--- src/rtl/vlsu_addr_gen.sv ---
// Vector load/store address generator: expands one unit-stride or strided command
// into 64-bit beat requests toward the memory queue and reports completion.
module vlsu_addr_gen #(
  parameter int ADDR_WIDTH = 32,
  parameter int DATA_WIDTH = 64,
  parameter int DW_B       = DATA_WIDTH >> 3,
  parameter int LEN_BITS   = 9,
  parameter int MAX_BEATS  = (1 << LEN_BITS) - 1
) (
  input  logic                  clk,
  input  logic                  rst,
  input  logic                  cmd_valid,
  output logic                  cmd_ready,
  input  logic                  cmd_store,
  input  logic [ADDR_WIDTH-1:0] cmd_base,
  input  logic [ADDR_WIDTH-1:0] cmd_stride,
  input  logic [LEN_BITS-1:0]   cmd_len,
  input  logic [DW_B-1:0]       cmd_be,
  input  logic [DATA_WIDTH-1:0] st_data,
  input  logic                  st_valid,
  output logic                  st_ready,
  output logic [ADDR_WIDTH-1:0] q_addr,
  output logic                  q_req,
  output logic [DATA_WIDTH-1:0] q_data,
  output logic                  q_valid,
  output logic                  q_start,
  output logic [DW_B-1:0]       q_be,
  output logic                  q_ready,
  input  logic                  q_done_ld,
  input  logic                  q_done_st,
  output logic                  busy,
  output logic                  done,
  output logic                  err
);

  localparam int ALIGN_BITS = $clog2(DW_B);

  typedef enum logic [2:0] {IDLE, LD_ISSUE, LD_WAIT, ST_ISSUE, ST_WAIT} state_t;

  state_t                state_reg;
  logic [ADDR_WIDTH-1:0] stride_reg;
  logic [ADDR_WIDTH-1:0] addr_reg;
  logic [LEN_BITS-1:0]   len_reg;
  logic [LEN_BITS-1:0]   cnt_reg;
  logic [DW_B-1:0]       be_reg;
  logic                  done_seen_reg;

  logic accept;
  logic illegal;
  logic last_beat;

  assign cmd_ready = (state_reg == IDLE);
  assign st_ready  = (state_reg == ST_ISSUE) && st_valid;
  assign accept    = cmd_valid && cmd_ready;
  // The length guard only bites when MAX_BEATS is overridden below the counter range.
  assign illegal   = (cmd_base[ALIGN_BITS-1:0] != '0) || (cmd_stride[ALIGN_BITS-1:0] != '0) ||
                     (cmd_len > LEN_BITS'(MAX_BEATS));
  assign last_beat = (cnt_reg == len_reg - LEN_BITS'(1));

  always_ff @(posedge clk) begin
    if (rst) begin
      state_reg     <= IDLE;
      stride_reg    <= '0;
      addr_reg      <= '0;
      len_reg       <= '0;
      cnt_reg       <= '0;
      be_reg        <= '0;
      done_seen_reg <= 1'b0;
      q_addr        <= '0;
      q_req         <= 1'b0;
      q_data        <= '0;
      q_valid       <= 1'b0;
      q_start       <= 1'b0;
      q_be          <= '0;
      q_ready       <= 1'b0;
      busy          <= 1'b0;
      done          <= 1'b0;
      err           <= 1'b0;
    end else begin
      done    <= 1'b0;
      err     <= 1'b0;
      q_req   <= 1'b0;
      q_valid <= 1'b0;
      q_start <= 1'b0;
      case (state_reg)
        IDLE: begin
          if (accept) begin
            stride_reg    <= cmd_stride;
            len_reg       <= cmd_len;
            be_reg        <= cmd_be;
            done_seen_reg <= 1'b0;
            if (illegal) begin
              err <= 1'b1;
            end else if (cmd_len == '0) begin
              done <= 1'b1;
            end else if (cmd_store) begin
              state_reg <= ST_ISSUE;
              busy      <= 1'b1;
              addr_reg  <= cmd_base;
              cnt_reg   <= '0;
            end else begin
              // Beat 0 is issued straight from the accept edge so loads have no dead cycle.
              q_req    <= 1'b1;
              q_addr   <= cmd_base;
              q_be     <= cmd_be;
              addr_reg <= cmd_base + cmd_stride;
              cnt_reg  <= LEN_BITS'(1);
              busy     <= 1'b1;
              if (cmd_len == LEN_BITS'(1)) begin
                state_reg <= LD_WAIT;
                q_ready   <= 1'b1;
              end else begin
                state_reg <= LD_ISSUE;
              end
            end
          end
        end
        LD_ISSUE: begin
          q_req    <= 1'b1;
          q_addr   <= addr_reg;
          addr_reg <= addr_reg + stride_reg;
          cnt_reg  <= cnt_reg + LEN_BITS'(1);
          if (q_done_ld) done_seen_reg <= 1'b1;
          if (last_beat) begin
            state_reg <= LD_WAIT;
            q_ready   <= 1'b1;
          end
        end
        LD_WAIT: begin
          if (q_done_ld || done_seen_reg) begin
            state_reg     <= IDLE;
            q_ready       <= 1'b0;
            busy          <= 1'b0;
            done          <= 1'b1;
            done_seen_reg <= 1'b0;
          end
        end
        ST_ISSUE: begin
          if (q_done_st) done_seen_reg <= 1'b1;
          if (st_valid) begin
            q_valid  <= 1'b1;
            q_data   <= st_data;
            q_addr   <= addr_reg;
            q_be     <= be_reg;
            q_start  <= (cnt_reg == '0);
            addr_reg <= addr_reg + stride_reg;
            cnt_reg  <= cnt_reg + LEN_BITS'(1);
            if (last_beat) state_reg <= ST_WAIT;
          end
        end
        ST_WAIT: begin
          if (q_done_st || done_seen_reg) begin
            state_reg     <= IDLE;
            busy          <= 1'b0;
            done          <= 1'b1;
            done_seen_reg <= 1'b0;
          end
        end
        default: state_reg <= IDLE;
      endcase
    end
  end

endmodule

--- config.mk ---
export PLATFORM = sky130hd
export DESIGN_NAME = vlsu_addr_gen
export DESIGN_NICKNAME = d
export VERILOG_FILES = /design/src/rtl/vlsu_addr_gen.sv
export SDC_FILE = /design/constraint.sdc
export NUM_CORES = 1
export LEC_CHECK = 0
export ABC_AREA = 1
export ABC_CLOCK_PERIOD_IN_PS = 3100
export BUFFER_PORTS_ARGS = -buffer_cell sky130_fd_sc_hd__buf_2
export CORE_MARGIN = 2
export CORE_UTILIZATION = 55
export DETAILED_ROUTE_END_ITERATION = 7
export PLACE_DENSITY = 0.91
export SYNTH_ARGS = -nofsm -noshare
export SYNTH_HDL_FRONTEND = slang
export SYNTH_SLANG_ARGS = --single-unit
--- constraint.sdc ---
create_clock -name clk -period 3.1 [get_ports clk]
set_clock_uncertainty 0.1 [all_clocks]
set_input_delay 0 -clock clk [delete_from_list [all_inputs] [get_ports clk]]
set_output_delay 0 -clock clk [all_outputs]
set_load 0.05 [all_outputs]
# Word level (Yosys, flattened, before mapping)
# Cells that the tools add are included.
# op_classes
n_reduce_logical,28
muxes,65
order_cmp,1
n_addsub,4
bitwise,4
eq_ne,18
# op_table
op,count
two-way mux 32 bit,10
case mux 32 bit (3 select lines),2
adder 32 bit,2
two-way mux 8 bit,5
two-way mux 9 bit,4
case mux 9 bit (3 select lines),1
two-way mux 1 bit,26
two-way mux 3 bit,8
AND reduction 6 bit,4
inequality test 2 bit (second input constant),10
logical NOT 9 bit,2
case mux 8 bit (2 select lines),1
AND reduction 8 bit,2
case mux 3 bit (5 select lines),1
nonzero test 3 bit,5
adder 9 x 1 -> 9 bit (second input constant),1
== test 9 x 1 -> 1 bit (second input constant),1
== test 9 bit,1
greater-than comparator 9 bit (second input constant),1
case mux 1 bit (3 select lines),3
subtractor 9 x 1 -> 9 bit (second input constant),1
== test 3 x 2 -> 1 bit (second input constant),2
OR reduction 3 bit,2
case mux 1 bit (5 select lines),1
14 further kinds,24
# word_totals
regBits,205

# Depth between registers and ports, before layout
# logic_depth
depth_word,7
depth_mapped,16
depth_no_buf,16

# Least setup slack after synthesis
# No wires, ideal clock.
# synth_path
path_kind,flip-flop to flip-flop
start,reg addr_reg[0]
end,reg addr_reg[30]
required_ps,2881
setup_slack_ps,1018
arrival_time_ps,1862
path_stages_with_launch,16
setup_ps,119
path_cell_list,dfxtp_1 -> ha_1 -> inv_1 -> fa_1 -> o21ai_1 -> nand2_1 -> nand2_1 -> nand2_1 -> nand2_1 -> nand2_1 -> nand2_1 -> nand2_1 -> nand3_1 -> nand2_1 -> inv_1 -> a21oi_1
# synth_between
elab_chain_len,3
# synth_rtl
item,line_no,text
start: declaration,42,logic [ADDR_WIDTH-1:0] addr_reg;
start signal: assignment,99,addr_reg <= cmd_base;
start signal: assignment,106,addr_reg <= cmd_base + cmd_stride;
start signal: assignment,121,addr_reg <= addr_reg + stride_reg;
adder 32 bit (*),"121, 146",
two-way mux 32 bit,140,if (st_valid) begin
case mux 32 bit (3 select lines) (*),85,case (state_reg)
# Mark *: on every way between the ends. The rest lies on a longest branch, timed or not. The select of a mux whose other input is x is not followed.
# A chain may end at the register's enable or synchronous reset.

# Final worst setup path
# layout_path
start,reg state_reg[0]
end,out st_ready
# layout_between
elab_chain_len,2
# layout_rtl
item,line_no,text
start: declaration,40,state_t state_reg;
start signal: assignment,62,state_reg <= IDLE;
start signal: assignment,97,state_reg <= ST_ISSUE;
start signal: assignment,110,state_reg <= LD_WAIT;
== test 3 x 2 -> 1 bit,53,assign st_ready = (state_reg == ST_ISSUE) && st_valid;
logical AND 1 bit,53,
end: declaration,21,"output logic st_ready,"
# Every way passes these cells.

==> flow_metrics.py <==
metrics = {
    "outcome": {
        "outcome": "finished, violations left",
        "violations": "DRC",
    },
    "placement": {
        "place_hpwl_um": 34400,
        "portBuffers": 264,
        "dp_cells": 2559,
        "pre_cts_ws_ns": 0.639,
        "gp_congestion": 1.05,
        "placed_cell_area_sq_um": 14500,
    },
    "layout": {
        "fin_cells": 2759,
        "fin_nets": 2639,
        "syn2layout_area_growth_pct": 29.4,
        "largest_reg_flops": 64,
        "final_area_sq_um": 16800,
        "final_cell_mix": "nand2_1, buf_2, nor2_1",
        "post-route-util_pct": 72.0,
        "regMostFlops": "q_data",
        "final_common_cell": "nand2_1",
        "drive_gt1_share_pct": 13.8,
        "fillers": 1743,
    },
    "sta": {
        "hold_viol_final": 0,
        "fin_ws_ns": 0.0499,
        "period_needed_ns": 3.05,
        "setup_viol": 0,
        "slew_viol_final": 0,
        "relSlewSlack_pct": 40.6,
        "fin_hold_ws_ns": 0.130,
        "tightest_slew_ns": 0.891,
        "rsz0062_at_grt": "false",
        "fmax_ghz": 0.328,
        "min_period_over_period_pct": 98.4,
        "setup-tns-final_ns": 0,
    },
    "floorplanning": {
        "chipHeight_um": 158,
        "rows": 56,
        "core_area_sq_um": 23300,
        "ios": 265,
        "die_w_um": 158,
        "start_util_pct": 55.6,
        "dieArea_sq_um": 24800,
    },
    "yosys": {
        "netlist_instances": 2048,
        "ys_seq_elements": 205,
        "ys.flop_type": "dfxtp_1",
        "mappedNetlistArea_sq_um": 13000,
        "synthAdderAreaFrac_pct": 6.58,
        "yosys-top-cells-area": "dfxtp_1, nand2_1, nor2_1",
        "async_reset_ff_share_pct": 0,
        "synth_top_family_by_area": "simple AND/OR/NAND/NOR gates",
        "avgSynthCellArea_sq_um": 6.34,
        "synth_cell_types": 42,
        "synth_compound_area_share_pct": 18.5,
        "synth-edff-count": 0,
        "synth_nets": 2267,
        "synthSimpleGateAreaFrac_pct": 31.8,
        "yosys.area.top_type_share_pct": 31.6,
        "yosysWarningCount": 0,
        "synth.area.mux_share_pct": 0,
        "synth-xor-area-share_pct": 1.93,
        "seq_area_frac_synth_pct": 31.6,
        "synth_top_area_cell": "dfxtp_1",
    },
    "grt": {
        "grt_max_degree": 94,
        "grt_pass1_vias": 15700,
        "grt_overflow": 0,
        "grt_pass1_wl_um": 82900,
        "track_usage_pct": 42.3,
        "antenna_found_initial": 3,
    },
    "detailed_routing": {
        "dr.max_layer_used": "met5",
        "dr_wl_met2_um": 23700,
        "drc_errors": 4,
        "wl_met1_um": 19700,
        "wl_um": 54200,
        "drt-initial-drc-count": 2407,
        "vias": 16600,
        "drtAntennaViolNets": 0,
        "dr.pass1.iters": 8,
        "dr_wl_met3_um": 6870,
        "routed_via_density": 6.00,
        "routedWlPerCell_um": 19.6,
    },
    "clock_network": {
        "htree_levels": 1,
        "cts_made_buffers": 22,
        "clock_path_buffers": 3,
        "cts-root-buf": "clkbuf_16",
        "path_clk_slew_ns": 0.06,
        "clkLatencyLatePin_ns": 0.54,
        "tritoncts": "done",
        "clock_sinks": 205,
        "post_cts_buffers": 0,
    },
    "critical_path": {
        "end_kind": "output pin",
        "crit_fanout": 65,
        "crit_type": "reg2out",
        "arrival_ns": 2.95,
        "startpoint_type": "register",
        "critical_path_required_ns": 3.00,
    },
    "power": {
        "p_per_area_nw_per_um2": 732,
        "ir_drop_mv": 0.536,
        "power_leakage_nw": 8.73,
        "power_mw": 12.3,
    },
    "worst_hold_path": {
        "hold_class": "in2reg",
    },
    "run": {
        "maxCapViolCount": 0,
    },
}
==> worst paths after layout <==
kind	from	end	slack, ns	cells past startpoint
hold reg to reg	be_reg[0]	be_reg[0]	0.36	2
setup reg to reg	state_reg[0]	addr_reg[5]	0.15	8
setup / recovery	state_reg[0]	st_ready	0.05	8
hold / removal	st_data[19]	q_data[19]	0.13	4
==> logic make-up after synthesis <==
group / Yosys count
xor+xnor: 27
simple gates: 1004
fa+ha+maj: 67
compound gates: 430
buf+inv: 315
flops: 205
==> cell type report <==
type,instances,area [sq um],share of cell area (%)
inverter,227,855,5.09
sequential,205,4100,24.4
antenna,5,12.5,0.0745
multi-input combinational,1528,7640,45.5
timing repair buffer,436,3020,18.0
clock buffer,29,617,3.67
clock inverter,10,148,0.879
tap,319,399,2.38
==> worst max-delay path, stage by stage, from the launching register on <==
cell and delay, ns:
dfxtp_1 0.44, inv_2 0.09, nor2_4 0.19, inv_2 0.08
nor2_4 0.31, inv_1 0.33, nor2_4 0.21, buf_6 0.38
buf_2 0.35
==> Yosys cell counts (4+ instances only) <==
library cell,number
nand2_1,520
nor2_1,259
inv_1,222
dfxtp_1,205
o21ai_0,178
a21oi_1,176
nand3_1,165
ha_1,65
clkbuf_1,59
o211a_1,29
xor2_1,22
nor3_1,21
buf_2,19
nand4_1,15
a31oi_1,12
o2bb2ai_1,9
o21ai_1,7
o21bai_1,7
nand3b_1,6
inv_2,5
buf_1,4
nor2_4,4
o22ai_1,4
xnor2_1,4
==> metal layers <==
metal / global-route usage (%) / up-vias
li1: - / 7441
met1: 53.4 / 7391
met2: 65.1 / 1333
met3: 11.3 / 388
met4: 24.7 / 4
met5: 0 / -
==> where the power goes <==
part / total [mW] / internal, mW / switching, mW
clock: 2.84 / 1.66 / 1.18
combinational: 5.83 / 1.74 / 4.10
sequential: 3.62 / 3.17 / 0.446
total: 12.3 / 6.57 / 5.73
==> what timing repair did <==
| item | CTS | global route |
|---|---|---|
| resized for setup | 0 | 2 |
| setup endpoints to repair | 0 | 10 |
| hold buffers | 156 | 0 |
| endpoints found under the hold margin | 193 | 0 |
Power figures use the tool's default switching activity.
